--- src/rtl/traffic_pkg.sv ---
// Shared phase encodings and lamp patterns for the intersection phase controller.
// Pure constants; no logic, no latency, no flow control.
package traffic_pkg;

    localparam logic [2:0] ST_VEH_GREEN  = 3'd0;
    localparam logic [2:0] ST_VEH_YELLOW = 3'd1;
    localparam logic [2:0] ST_ALL_RED    = 3'd2;
    localparam logic [2:0] ST_PED_WALK   = 3'd3;
    localparam logic [2:0] ST_NIGHT      = 3'd4;

    typedef enum logic [2:0] {
        VEH_GREEN  = ST_VEH_GREEN,
        VEH_YELLOW = ST_VEH_YELLOW,
        ALL_RED    = ST_ALL_RED,
        PED_WALK   = ST_PED_WALK,
        NIGHT      = ST_NIGHT
    } phase_t;

    localparam logic [2:0] VEH_RED = 3'b100;
    localparam logic [2:0] VEH_YEL = 3'b010;
    localparam logic [2:0] VEH_GRN = 3'b001;

    localparam logic [1:0] PED_WALK_ON = 2'b10;
    localparam logic [1:0] PED_DONT    = 2'b01;
    localparam logic [1:0] PED_DARK    = 2'b00;

    localparam int unsigned CNT_MAX = 31;

endpackage

--- src/rtl/phase_timer.sv ---
// 5-bit loadable down-counter, decrements on tick and saturates at zero.
// Load takes effect next clock; zero flag is combinational from the count.
module phase_timer #(
    parameter logic [4:0] RESET_VAL = 5'd0
) (
    input  logic       clk,
    input  logic       reset,
    input  logic       tick,
    input  logic       load,
    input  logic [4:0] load_val,
    output logic [4:0] count,
    output logic       zero
);

    always_ff @(posedge clk) begin
        if (reset) begin
            count <= RESET_VAL;
        end else if (load) begin
            count <= load_val;
        end else if (tick && (count != 5'd0)) begin
            count <= count - 5'd1;
        end
    end

    assign zero = (count == 5'd0);

endmodule

--- src/rtl/traffic_phase_controller.sv ---
// Intersection phase sequencer: green/yellow/all-red, pedestrian walk and night flash.
// Advances only on the 1 Hz tick; lamp outputs are decoded combinationally from state.
module traffic_phase_controller
    import traffic_pkg::*;
#(
    parameter int unsigned GREEN_TIME  = 20,
    parameter int unsigned YELLOW_TIME = 3,
    parameter int unsigned ALLRED_TIME = 1,
    parameter int unsigned PED_TIME    = 29,
    parameter int unsigned FLASH_TIME  = 5
) (
    input  logic       clk,
    input  logic       reset,
    input  logic       tick,
    input  logic       ped_btn,
    input  logic       night_mode,
    output logic [4:0] count_out,
    output logic       light_out_time,
    output logic [2:0] veh_light,
    output logic [1:0] ped_light,
    output logic       ped_ack
);

    if (GREEN_TIME > CNT_MAX || YELLOW_TIME > CNT_MAX || ALLRED_TIME > CNT_MAX ||
        PED_TIME > CNT_MAX || FLASH_TIME > CNT_MAX) begin : g_bad_load
        $error("traffic_phase_controller: load values must be in 0..31");
    end

    localparam logic [4:0] GREEN_LD  = 5'(GREEN_TIME);
    localparam logic [4:0] YELLOW_LD = 5'(YELLOW_TIME);
    localparam logic [4:0] ALLRED_LD = 5'(ALLRED_TIME);
    localparam logic [4:0] PED_LD    = 5'(PED_TIME);
    localparam logic [4:0] FLASH_LD  = 5'(FLASH_TIME);

    phase_t     state, next_state;
    logic       ped_req;
    logic       blink;
    logic       night_exit;
    logic       load;
    logic [4:0] load_val;
    logic       zero;
    logic       enter_walk, enter_night;

    phase_timer #(.RESET_VAL(GREEN_LD)) u_timer (
        .clk      (clk),
        .reset    (reset),
        .tick     (tick),
        .load     (load),
        .load_val (load_val),
        .count    (count_out),
        .zero     (zero)
    );

    always_comb begin
        next_state     = state;
        load           = 1'b0;
        load_val       = count_out;
        veh_light      = VEH_GRN;
        ped_light      = PED_DONT;
        light_out_time = 1'b1;
        case (state)
            VEH_GREEN: begin
                // Night request outranks a latched walk; the walk is discarded on night entry.
                if (tick && zero) begin
                    if (night_mode) begin
                        next_state = NIGHT;
                        load       = 1'b1;
                        load_val   = 5'd0;
                    end else if (ped_req) begin
                        next_state = VEH_YELLOW;
                        load       = 1'b1;
                        load_val   = YELLOW_LD;
                    end
                end
            end
            VEH_YELLOW: begin
                veh_light = VEH_YEL;
                if (tick && zero) begin
                    next_state = ALL_RED;
                    load       = 1'b1;
                    load_val   = ALLRED_LD;
                end
            end
            ALL_RED: begin
                veh_light = VEH_RED;
                if (tick && zero) begin
                    next_state = night_exit ? VEH_GREEN : PED_WALK;
                    load       = 1'b1;
                    load_val   = night_exit ? GREEN_LD : PED_LD;
                end
            end
            PED_WALK: begin
                veh_light      = VEH_RED;
                ped_light      = (count_out > FLASH_LD) ? PED_WALK_ON : {blink, 1'b0};
                light_out_time = 1'b0;
                if (tick && zero) begin
                    next_state = VEH_GREEN;
                    load       = 1'b1;
                    load_val   = GREEN_LD;
                end
            end
            NIGHT: begin
                veh_light = {1'b0, blink, 1'b0};
                ped_light = PED_DARK;
                if (tick && !night_mode) begin
                    next_state = ALL_RED;
                    load       = 1'b1;
                    load_val   = ALLRED_LD;
                end
            end
            default: begin
                next_state = VEH_GREEN;
                load       = 1'b1;
                load_val   = GREEN_LD;
            end
        endcase
    end

    assign enter_walk  = (state == ALL_RED)   && (next_state == PED_WALK);
    assign enter_night = (state == VEH_GREEN) && (next_state == NIGHT);

    always_ff @(posedge clk) begin
        if (reset) begin
            state      <= VEH_GREEN;
            ped_req    <= 1'b0;
            blink      <= 1'b0;
            ped_ack    <= 1'b0;
            night_exit <= 1'b0;
        end else begin
            state   <= next_state;
            ped_ack <= enter_walk;

            if (enter_walk || enter_night) begin
                ped_req <= 1'b0;
            end else if (ped_btn && (state != PED_WALK) && (state != NIGHT)) begin
                ped_req <= 1'b1;
            end

            // One toggle register serves both the walk flash and the night yellow blink.
            if (enter_walk) begin
                blink <= 1'b0;
            end else if (enter_night) begin
                blink <= 1'b1;
            end else if (tick && (((state == PED_WALK) && (count_out <= FLASH_LD)) ||
                                  (state == NIGHT))) begin
                blink <= ~blink;
            end

            if ((state == NIGHT) && (next_state == ALL_RED)) begin
                night_exit <= 1'b1;
            end else if ((state == ALL_RED) && (next_state != ALL_RED)) begin
                night_exit <= 1'b0;
            end
        end
    end

endmodule

--- config.mk ---
export PLATFORM = sky130hd
export DESIGN_NAME = traffic_phase_controller
export DESIGN_NICKNAME = d
export VERILOG_FILES = /design/src/rtl/traffic_pkg.sv /design/src/rtl/phase_timer.sv /design/src/rtl/traffic_phase_controller.sv
export SDC_FILE = /design/constraint.sdc
export NUM_CORES = 1
export LEC_CHECK = 0
export CORE_UTILIZATION = 30
export CTS_CLUSTER_DIAMETER = 80
export DETAILED_ROUTE_END_ITERATION = 8
export DONT_BUFFER_PORTS = 1
export SYNTH_ARGS = -nofsm -noshare
export SYNTH_HDL_FRONTEND = slang
export SYNTH_SLANG_ARGS = --single-unit
--- constraint.sdc ---
create_clock -name clk -period 3.1 [get_ports clk]
set_input_delay 0.155 -clock clk [delete_from_list [all_inputs] [get_ports clk]]
set_output_delay 0.155 -clock clk [all_outputs]
set_load 0.03 [all_outputs]
Word level (Yosys, flattened, before mapping)
Index checks and enable logic that the tools add are counted.
{"block": "word_totals", "register_bits": 12, "in_bits": 5}
{"block": "op_classes", "n_addsub": 1, "order_cmp": 2, "n_eq_ne": 16, "mux": 34, "bitwise": 1, "n_reduce_logical": 25}
{"cell": "5-bit two-way mux", "count": 9}
{"cell": "5-bit one-hot mux with 5 select lines", "count": 1}
{"cell": "3-bit two-way mux", "count": 7}
{"cell": "3-bit != test (second input constant)", "count": 6}
{"cell": "3-bit one-hot mux with 5 select lines", "count": 1}
{"cell": "3-bit by 2-bit == test with 1-bit output (second input constant)", "count": 4}
{"cell": "1-bit logical AND", "count": 11}
{"cell": "1-bit two-way mux", "count": 10}
{"cell": "3-bit one-hot mux with 3 select lines", "count": 1}
{"cell": "7-bit AND reduction", "count": 1}
{"cell": "3-bit == test (second input constant)", "count": 2}
{"cell": "3-bit by 2-bit != test with 1-bit output (second input constant)", "count": 2}
{"cell": "2-bit nonzero test", "count": 3}
{"cell": "2-bit OR reduction", "count": 3}
{"cell": "5-bit by 3-bit greater-than comparator with 1-bit output (second input constant)", "count": 1}
{"cell": "5-bit by 3-bit <= comparator with 1-bit output (second input constant)", "count": 1}
{"cell": "5-bit zero test", "count": 1}
{"cell": "5-bit nonzero test", "count": 1}
{"cell": "5-bit by 1-bit subtractor with 5-bit output (second input constant)", "count": 1}
{"cell": "2-bit two-way mux", "count": 2}
{"cell": "4-bit two-way mux", "count": 1}
{"cell": "4-bit != test (second input constant)", "count": 1}
{"cell": "2-bit one-hot mux with 2 select lines", "count": 1}
{"cell": "3-bit by 1-bit == test with 1-bit output (second input constant)", "count": 1}
{"cell": "6 further kinds", "count": 7}

Logic depth before layout (Yosys ltp)
Gate-level depths: netlist of run 1.
{"block": "logic_depth", "word_depth": 8, "depth_mapped": 7, "ltp_nobuf": 7}

By module
From an unflattened synthesis of run 1, not the netlist that was laid out.
{"block": "hier_totals", "hier_cells": 123, "hier_area_um2": 997.2}
{"mod": "traffic_phase_controller", "n_inst": 1, "cells_per_inst": 88, "area_per_inst_um2": 665.6, "seq_area_each_um2": 140.1}
{"mod": "phase_timer", "n_inst": 1, "cells_per_inst": 35, "area_per_inst_um2": 331.6, "seq_area_each_um2": 100.1}

Worst setup path before layout of run 1
No wires, ideal clock.
{"block": "synth_timing", "path_kind": "register to output", "startpoint": "register state[1]", "endpoint": "output port ped_light[1]", "arrival_time_ns": 1.923, "required_time_ns": 2.945, "path_slack_ns": 1.022, "stages_incl_launch_ff": 6, "path_buffers": 1, "cell_sequence": "dfxtp_1 buf_6 nor2b_1 and2_1 inv_1 a21oi_1"}
{"block": "synth_via", "elab_chain_len": 2, "elab_cells_between_ends": 3}
{"element": "start, declared", "line_no": "traffic_phase_controller.sv:35", "source": "phase_t state, next_state;"}
{"element": "start signal, assigned", "line_no": "traffic_phase_controller.sv:130", "source": "state <= next_state;"}
{"element": "3-bit == test or 3-bit by 2-bit == test with 1-bit output (tied branches)", "line_no": "traffic_phase_controller.sv:61", "source": "case (state)"}
{"element": "2-bit one-hot mux with 2 select lines *", "line_no": "traffic_phase_controller.sv:61"}
{"element": "end, declared", "line_no": "traffic_phase_controller.sv:20", "source": "output logic [1:0] ped_light,"}
Mark *: on every way between the ends. The rest lies on a longest branch, timed or not.

Final worst setup path of run 1
{"block": "layout_timing", "startpoint": "register u_timer.count[0]", "endpoint": "register u_timer.count[2]"}
{"block": "layout_via", "elab_chain_len": 6, "elab_cells_between_ends": 18}
{"element": "start, declared", "line_no": "phase_timer.sv:11", "source": "output logic [4:0] count,"}
{"element": "start signal, assigned", "line_no": "phase_timer.sv:19", "source": "count <= load_val;"}
{"element": "start signal, assigned", "line_no": "phase_timer.sv:21", "source": "count <= count - 5'd1;"}
{"element": "5-bit zero test", "line_no": "phase_timer.sv:25", "source": "assign zero = (count == 5'd0);"}
{"element": "1-bit logical AND"}
{"element": "1-bit two-way mux (on tied branches)"}
{"element": "1-bit one-hot mux with 3 select lines", "line_no": "traffic_phase_controller.sv:61"}
{"element": "4-bit != test (no source line) (tied with other cells)"}
{"element": "7-bit AND reduction (no source line)"}
Parallel ways exist; a longest one is shown, timed or not. The select of a mux whose other input is x is not followed.
A chain may end at the register's enable or synchronous reset.

==> results of run 1 <==
synthesized netlist by cell type (3+ instances only):
| library cell | number |
|---|---|
| dfxtp_1 | 12 |
| a21oi_1 | 9 |
| o21ai_0 | 4 |
| inv_1 | 8 |
| xnor2_1 | 5 |
| mux2i_1 | 3 |
| nor2_1 | 9 |
| and2_1 | 3 |
| ha_1 | 3 |
| nand2_1 | 7 |
| nand3_1 | 3 |
cell families after synthesis:
group / synth area share, %
and+or+nand+nor: 30.3
AOI/OAI and AO/OA: 19.3
buffers and inverters: 8.33
DFF: 28.1
xor gates and xnor gates: 6.14
muxes: 3.51
adders and majority gates: 4.39
worst min path at each step:
stage | from | end | slack (ns)
6_report | night_mode | blink | 0.07
3_5_place_dp | reset | u_timer.count[1] | 0.23
3_3_place_gp | reset | u_timer.count[3] | 0.23
4_1_cts | night_mode | blink | 0.06
2_1_floorplan | night_mode | blink | 0.32
5_1_grt | night_mode | blink | 0.08
area by class of cell:
class | instances | area (sq um) | area share, %
clock buffer | 4 | 36.3 | 4.00
inverter | 8 | 30.0 | 3.31
multi-input combinational | 78 | 544 | 60.0
sequential | 12 | 240 | 26.5
tap | 31 | 38.8 | 4.28
timing repair buffer | 2 | 17.5 | 1.93
routing by layer:
metal | routed length (um) | GRT usage (%) | vias up
li1 | - | - | 361
met1 | 901 | 15.5 | 330
met2 | 803 | 18.8 | 17
met3 | 110 | 5.39 | 0
met4 | 0 | 1.07 | 0
met5 | 0 | 0 | -
state kept, by name (all words and copies together) (netlist names):
| register | count |
|---|---|
| u_timer.count | 5 |
| state | 3 |
| blink | 1 |
| night_exit | 1 |
| ped_ack | 1 |
| ped_req | 1 |
what timing repair did:
item                                    CTS  global route
endpoints found under the setup margin    0             0
hold buffers                              1             0
resized for setup                         0             0
hold endpoints to repair                  8             0
critical path, cell delays in order, from the launching register on:
cell and delay, ns:
dfxtp_1 0.45, inv_1 0.14, ha_1 0.18, or4b_4 0.51, nor3b_4 0.25, a22oi_2 0.15
mux2i_1 0.17, or2_1 0.21
where the power goes:
part / internal (mW) / switching [mW]
registers: 0.162 / 0.0281
clock network: 0.0713 / 0.0507
logic: 0.0261 / 0.0247
total: 0.260 / 0.103
through the flow:
stage / instances / total power, mW
final: 135 / 0.363
after global routing: 135 / 0.382
after CTS: 135 / 0.367
after detailed placement: 130 / 0.243
after global placement: 130 / 0.241
after floorplan: 103 / 0.235
==> run_results.csv, run 1 <==
group,metric,value,unit
job,cap_violations,0,
synth,yosysSeqAreaShare,28.1,%
synth,synth_ff_type,"dfxtp_1",
clocking,clkSlewWorstSetupHoldPaths,0.08,ns
die,start_util,31.3,%
synth,synth_edf_count,0,
sta,finalCritPeriodShare,70.2,%
min_path,hold_depth,2,
route,dr.pass1.iters,4,
synth,syn-instance-count,103,
setup_path,reg2reg_slack,0.92,ns
route,routedWlPerCell,13.4,um
global_routing,antenna_found_initial,0,
setup_path,critPathCaptureType,"register",
finish,fill_cells,277,
setup_path,cp.required,3.26,ns
place,place_area,861,sq um
route,avgViaCountPerCell,5.24,
setup_path,r2r_end,"u_timer.count[2]",
synth,async_flop_share,0,%
setup_path,setup.worst_path.start_class,"register",
synth,synthTopCellsByArea,"dfxtp_1 (28%), a21oi_1 (5.3%), xnor2_1 (5.1%)",
setup_path,reg2reg_from,"u_timer.count[0]",
place,dpl_worst_slack,0.945,ns
global_routing,grt_pass1_wl,2.97,mm
synth,avgSynthCellArea,8.31,sq um
clocking,ctsRootBufferMaster,"clkbuf_4",
setup_path,crit_start,"u_timer.count[0]",
route,drc,0,
finish,final_cell_mix,"dfxtp_1 (12), a21oi_1 (9), nor2_1 (9)",
clocking,clk_latency,0.27,ns
clocking,cts_tree,"yes",
finish,antenna_cells,0,
clocking,clock_path_buffers,2,
clocking,cts_setup_buffers,0,
route,vias,708,
sta,final.min_clock_period,2.18,ns
synth,synth_top_cell_by_area,"dfxtp_1",
die,die_h,55.4,um
finish,area_growth,5.99,%
sta,rsz0062_at_grt,"false",
finish,fin_util,33.2,%
sta,finalSetupViolCount,0,
setup_path,worstPathArrival,2.34,ns
setup_path,endpoint,"u_timer.count[2]",
setup_path,crit_type,"register to register",
clocking,htree_num_levels,1,
die,pin_count,17,
min_path,hp-class,"primary input to register",
die,rows,19,
finish,layout-drive-gt1-share,9.62,%
sta,slew-limit-headroom,53.5,%
global_routing,grt_max_degree,17,
synth,ys_ff_latch,12,
die,dieWidth,55.4,um
global_routing,grt_usage,11.9,%
power,p_leak,0.342,nW
sta,hold_ws,0.0670,ns
synth,synth_cell_types,39,
setup_path,crit_fanout,6,
setup_path,r2r_cells,7,
die,dieArea,3070,sq um
place,port_buffers,0,
synth,synth_top_area_share,28.1,%
synth,synth-warning-count,0,
die,core,2730,sq um
sta,maxSlewViolCount,0,
sta,skew,0.00476,ns
clocking,cts_buffers,3,
global_routing,first_global_vias,657,
sta,hold_viol,0,
power,power_density,400,nW/um^2
clocking,cts_sinks,12,
place,dpl.hpwl,1.38,mm
finish,final_area,907,sq um
finish,final_common_cell,"dfxtp_1",
sta,worst_pin_slew,0.697,ns
route,drt_iter0_markers,16,
synth,synth_area,856,sq um
sta,fin_ws,0.925,ns
outcome,status,"finished, final reports clean",
power,peakVddDrop,353,uV
synth,syn-num-nets,111,
route,wl,1.81,mm
place,gp_congestion,0.779,
global_routing,grt_overflow,0,
finish,nets,113,
sta,fin_tns_setup,0,ns
sta,max_freq,460,MHz
route,ant_nets,0,
Power figures use the tool's default switching activity.
==> run 2, diff against run 1 <==
- clock period: 3.1 -> 2 ns (I/O delays scaled with it)
==> run 2 against run 1 <==
  * Die area is the same
  * Sequential power is 37% higher
  * Wire length rose by 6.8%
  * Power increased by 65%
  * Critical path depth did not move
  * Critical endpoint is now u_timer.count[4]
  * Utilization increased by 4.2 points
  * Clock skew fell by 0.0044 ns
  * Design area up 13%
  * Global-route usage is 1.6 points higher
  * Count of clock-buffer cells in the layout did not move
  * Via count is 10% higher
==> run_results.csv, run 2 (same netlist as run 1, synthesis figures left out) <==
group,metric,value,unit
setup_path,critPathBufInv,1,
die,rows,19,
power,peakVddDrop,371,uV
die,dieArea,3070,sq um
finish,fin_util,37.3,%
global_routing,grt_usage,13.5,%
power,switching_power,0.173,mW
finish,largest_reg_flops,5,
place,dpl.hpwl,1.53,mm
die,core,2730,sq um
route,wl,1.94,mm
route,routedWlPerCell,13.1,um
sta,worst_pin_slew,0.629,ns
outcome,status,"finished, final reports clean",
sta,slew-limit-headroom,57.9,%
clocking,clk_latency,0.28,ns
die,pin_count,17,
route,avgViaCountPerCell,5.27,
finish,final_common_cell,"buf_4",
power,p_leak,0.405,nW
die,dieWidth,55.4,um
die,start_util,31.3,%
clocking,clkSlewWorstSetupHoldPaths,0.07,ns
sta,finalCritPeriodShare,95.3,%
route,dr.pass1.iters,4,
sta,final.min_clock_period,1.91,ns
finish,area_growth,19.3,%
setup_path,worstPathArrival,2.07,ns
setup_path,slowest_delay,0.50,ns
finish,nets,126,
route,drc,0,
setup_path,cp_cell_sequence,"inv_2 > ha_4 > or4b_4 > nor3b_4 > a22oi_2 > mux2i_1 > or2_1",
die,die_h,55.4,um
sta,max_freq,525,MHz
route,drt_iter0_markers,17,
job,cap_violations,0,
power,p_int,0.428,mW
global_routing,grt_overflow,0,
finish,layout-drive-gt1-share,23.9,%
sta,rsz0062_at_grt,"false",
global_routing,grt_max_degree,17,
setup_path,cp.required,2.17,ns
setup_path,cp_top_family,"simple AND/OR/NAND/NOR gates",
global_routing,antenna_found_initial,0,
power,totalPowerFinal,0.601,mW
finish,antenna_cells,0,
global_routing,first_global_vias,709,
power,clkPwrFrac,32.1,%
sta,hold_viol,0,
route,ant_nets,0,
power,p_sw_share,28.7,%
clocking,clock_path_buffers,2,
setup_path,setup.worst_path.start_class,"register",
sta,maxSlewViolCount,0,
global_routing,grt_pass1_wl,3.32,mm
setup_path,critPathCaptureType,"register",
sta,finalSetupViolCount,0,
route,vias,780,
power,pwr-share-seq,43.4,%
clocking,cts_sinks,12,
place,port_buffers,0,
power,combPwrFrac,24.5,%
setup_path,crit_fanout,6,
clocking,htree_num_levels,1,
clocking,ctsRootBufferMaster,"clkbuf_4",
clocking,cts_tree,"yes",
min_path,hp-class,"primary input to register",
sta,skew,0.000374,ns
clocking,cts_buffers,3,
sta,fin_tns_setup,0,ns
setup_path,cpMaxStageDelayCell,"or4b_4",
finish,largestRegisters,"u_timer.count (5), state (3)",
setup_path,crit_type,"register to register",
finish,top_register,"u_timer.count",
power,power_density,588,nW/um^2
place,gp_congestion,0.779,
finish,final_cell_mix,"buf_4 (14), dfxtp_1 (11), a21oi_1 (9), nor2_1 (9), nand2_1 (7)",
==> run 2: cell types whose count changed in the layout (fill, tap and decap cells not counted) <==
cell     delta
buf_4      +13
inv_1       -2
inv_2       +2
dfxtp_1     -1
dfxtp_2     +1
ha_1        -1
ha_4        +1
nor2b_1     -1
nor2b_2     +1
==> run 2: final timing paths <==
kind / startpoint / end / slack [ns] / cells past startpoint
worst max-delay path: u_timer.count[1] / u_timer.count[4] / 0.09 / 7
worst min register to register: ped_req / u_timer.count[1] / 0.57 / 2
worst max register to register: u_timer.count[1] / u_timer.count[4] / 0.09 / 7
worst min-delay path: night_mode / blink / 0.02 / 2
==> run 2: power by group through the flow <==
stage / registers, mW / logic, mW / clock network (mW)
3_3_place_gp: 0.267 / 0.135 / 0
6_report: 0.261 / 0.147 / 0.193
2_1_floorplan: 0.295 / 0.0703 / 0
3_5_place_dp: 0.266 / 0.138 / 0
4_1_cts: 0.260 / 0.142 / 0.198
5_1_grt: 0.263 / 0.163 / 0.209
==> run 2: timing repair <==
action	in CTS	in global routing
gates cloned	0	0
hold buffers	1	0
buffers inserted	0	0
endpoints found under the setup margin	1	3
endpoints found under the hold margin	8	0
resized for setup	0	4
pin swaps	1	2
==> run 2: worst register-to-register path: cells and delay by family (launching register included) <==
kind,cells,cell delay (ns)
mux,1,0.17
compound gates,1,0.14
simple gates,3,0.95
buf+inv,1,0.09
flops,1,0.32
fa+ha+maj,1,0.13
==> run 2: metrics by stage <==
| step | hold WS [ns] | setup WS [ns] | instance area (sq um) | cells |
|---|---|---|---|---|
| after floorplan | 0.260 | 0.00569 | 860 | 103 |
| after global placement | 0.174 | 0.113 | 962 | 143 |
| after detailed placement | 0.177 | 0.00229 | 962 | 143 |
| after CTS | 0.00628 | 0.000632 | 1010 | 148 |
| after global routing | 0.0379 | 0.0258 | 1020 | 148 |
| final | 0.0162 | 0.0941 | 1020 | 148 |
==> run 2: final cells by class <==
class	instances	area, sq um
tap	31	38.8
multi-input combinational	78	559
timing repair buffer	15	115
clock buffer	4	36.3
sequential	12	241
inverter	8	30.0
fill	253	1710
==> run 2: routing by layer <==
metal  GRT usage (%)  share of wire, %  vias up
met4            3.21              0.57        0
met5               0                 0        -
met1            19.0                48      359
met3            4.22               7.9        3
met2            20.1                44       28
li1                -                 -      390
==> run 3, diff against run 2 <==
- SYNTH_HIERARCHICAL: not set -> 1
==> run 3 against run 2 <==
  * The run now ends with negative hold slack, negative setup slack left
  * Clock power fell by 18%
  * Combinational power rose by 76%
  * Clock skew rose by 0.0087 ns
  * Flip-flop and latch count did not move
  * Final cell count rose by 30%
  * Non-clock buffer count rose by 14
  * Setup slack got worse by 0.13 ns
  * Area after synthesis rose by 17%
  * Design area rose by 31%
  * Wire length rose by 57%
  * Utilization rose by 5.8 points
  * Register-to-register slack got worse by 0.13 ns
  * Largest power group unchanged
==> run_results.csv, run 3 <==
group,metric,value,unit
outcome,status,"finished, violations left",
outcome,failed_checks,"negative hold slack, negative setup slack",
synth,syn-num-nets,129,
job,cap_violations,0,
synth,syn-instance-count,123,
setup_path,cp.required,2.17,ns
clocking,cts_sinks,12,
power,totalPowerFinal,0.686,mW
setup_path,critPathCaptureType,"register",
finish,layout-drive-gt1-share,41.9,%
sta,finalCritPeriodShare,102,%
sta,worst_pin_slew,0.678,ns
clocking,clk_latency,0.28,ns
place,dpl.hpwl,2.13,mm
finish,fin_util,43.2,%
setup_path,cpMaxStageDelayCell,"or4b_4",
route,routedWlPerCell,15.8,um
finish,layout.cells.non_filler,192,
route,wl,3.04,mm
finish,antenna_cells,0,
setup_path,crit_type,"register to register",
finish,final_common_cell,"buf_4",
setup_path,worstPathArrival,2.20,ns
sta,fin_tns_setup,-0.0678,ns
global_routing,grt_max_degree,19,
sta,maxSlewViolCount,0,
finish,final_cell_mix,"buf_4 (26), nor2_1 (12), dfxtp_1 (10)",
finish,nets,155,
setup_path,slowest_delay,0.47,ns
die,die_h,59.7,um
sta,fin_ws,-0.0337,ns
clocking,cts_hold_buffers,1,
die,rows,20,
power,clkPwrFrac,23.1,%
setup_path,cp_cell_sequence,"inv_4 > ha_4 > or4b_4 > inv_4 > o311ai_1 > a21oi_2 > buf_6 > nor3_1 > a311o_1",
clocking,cts_buffers,3,
global_routing,antenna_found_initial,0,
clocking,cts_tree,"yes",
power,p_leak,0.497,nW
synth,ys_ff_latch,12,
clocking,clkSlewWorstSetupHoldPaths,0.08,ns
power,peakVddDrop,230,uV
sta,finalSetupViolCount,5,
power,power_density,512,nW/um^2
die,dieArea,3560,sq um
power,pwr-share-seq,39.1,%
setup_path,cp_top_family,"compound AO/OA/AOI/OAI gates",
synth,synth_top_cells_by_count,"dfxtp_1 (12), nor2_1 (12), a21oi_1 (10), inv_1 (7), nand2_1 (7)",
power,p_sw_share,36.2,%
setup_path,critPathBufInv,3,
route,vias,1096,
place,dpl_worst_slack,-0.155,ns
die,pin_count,17,
synth,avgSynthCellArea,8.11,sq um
die,dieWidth,59.7,um
synth,synth_ff_type,"dfxtp_1",
setup_path,cpMostUsedCell,"inv_4",
place,port_buffers,0,
route,drc,0,
sta,rsz0062_at_grt,"true",
place,gp_congestion,0.868,
synth,synth_cell_types,53,
power,combPwrFrac,37.8,%
setup_path,reg2reg_slack,-0.03,ns
power,switching_power,0.248,mW
route,avgViaCountPerCell,5.71,
finish,largest_reg_flops,5,
synth,async_flop_share,0,%
finish,fill_cells,312,
sta,skew,0.00903,ns
synth,yosysSeqAreaShare,24.1,%
min_path,hp-class,"primary input to register",
sta,max_freq,492,MHz
global_routing,first_global_vias,1045,
setup_path,crit_fanout,9,
global_routing,grt_usage,19.0,%
synth,synth_area,997,sq um
die,core,3100,sq um
synth,synth_edf_count,0,
clocking,htree_num_levels,1,
route,ant_nets,0,
global_routing,grt_pass1_wl,4.97,mm
finish,area_growth,34.4,%
route,drt_iter0_markers,41,
global_routing,grt_overflow,0,
synth,synth_top_cell_by_area,"dfxtp_1",
finish,top_register,"u_timer/count",
sta,hold_viol,9,
power,p_int,0.438,mW
sta,final.min_clock_period,2.03,ns
route,dr.pass1.iters,4,
sta,slew-limit-headroom,54.9,%
clocking,ctsRootBufferMaster,"clkbuf_4",
synth,synth-warning-count,6,
synth,synthTopCellsByArea,"dfxtp_1 (24%), a21oi_1 (5.0%), nor2_1 (4.5%)",
finish,largestRegisters,"u_timer/count (5), state (3)",
place,dp.cells,180,
die,start_util,32.1,%
setup_path,setup.worst_path.start_class,"register",
clocking,clock_path_buffers,2,
synth,synth_top_area_share,24.1,%
sta,hold_ws,-0.113,ns
[run 3: cell count changes in the layout (fill, tap and decap cells not counted), sizes merged, moves of 3 or more]
cell | previous run | this run
a2111oi | 0 | 4
mux2i | 3 | 0
buf | 14 | 28
nor4 | 1 | 5
xnor2 | 5 | 1
nor3b | 3 | 0
nor3 | 1 | 5
[run 3: worst paths after layout]
path / from / depth (start not counted) / to
max: u_timer/count[0] / 9 / u_timer/count[1]
min: reset / 1 / u_timer/count[0]
max reg2reg: u_timer/count[0] / 9 / u_timer/count[1]
min reg2reg: ped_req / 2 / ped_req
[run 3: layout make-up]
cell class / instances / area [sq um] / share of cell area, %
clock buffers: 3 / 22.5 / 1.68
clock inverters: 1 / 3.75 / 0.280
inverters: 8 / 37.5 / 2.80
multi-input cells: 95 / 746 / 55.6
flip-flops and latches: 12 / 248 / 18.5
well taps: 44 / 55.1 / 4.11
repair buffers: 29 / 228 / 17.0
[run 3: routing by layer]
layer / global-route usage, % / part of all wire [%]
met3: 4.33 / 6.5
met2: 32.5 / 50
met4: 7.64 / 1.7
met5: 0 / 0
met1: 22.9 / 42
[run 3: cell families (layout without fill, tap and decap cells)]
| kind of cell | after synthesis | after routing | synth area share (%) |
|---|---|---|---|
| mux | 1 | 1 | 1.13 |
| xor+xnor | 1 | 1 | 0.878 |
| buf+inv | 16 | 41 | 8.66 |
| simple gates | 48 | 48 | 28.4 |
| fa+ha+maj | 1 | 1 | 1.25 |
| flops | 12 | 12 | 24.1 |
| compound gates | 44 | 44 | 35.6 |
[run 3: timing repair]
action	CTS	global route
gates resized for setup	9	6
hold endpoints to repair	10	9
endpoints found under the setup margin	8	8
setup buffers	6	1
pin swaps	13	6
[run 3: power by group through the flow]
| stage | registers (mW) | logic [mW] | clock network (mW) |
|---|---|---|---|
| after floorplan | 0.297 | 0.155 | 0 |
| after global placement | 0.272 | 0.233 | 0 |
| after detailed placement | 0.273 | 0.237 | 0 |
| after CTS | 0.268 | 0.249 | 0.167 |
| after global routing | 0.270 | 0.279 | 0.176 |
| final | 0.268 | 0.259 | 0.158 |
[run 3: per-stage QoR]
step	instance area [sq um]	hold WS, ns
after floorplan	1050	0.162
after global placement	1200	0.169
after detailed placement	1200	0.175
after CTS	1300	-0.128
after global routing	1340	-0.133
final	1340	-0.113
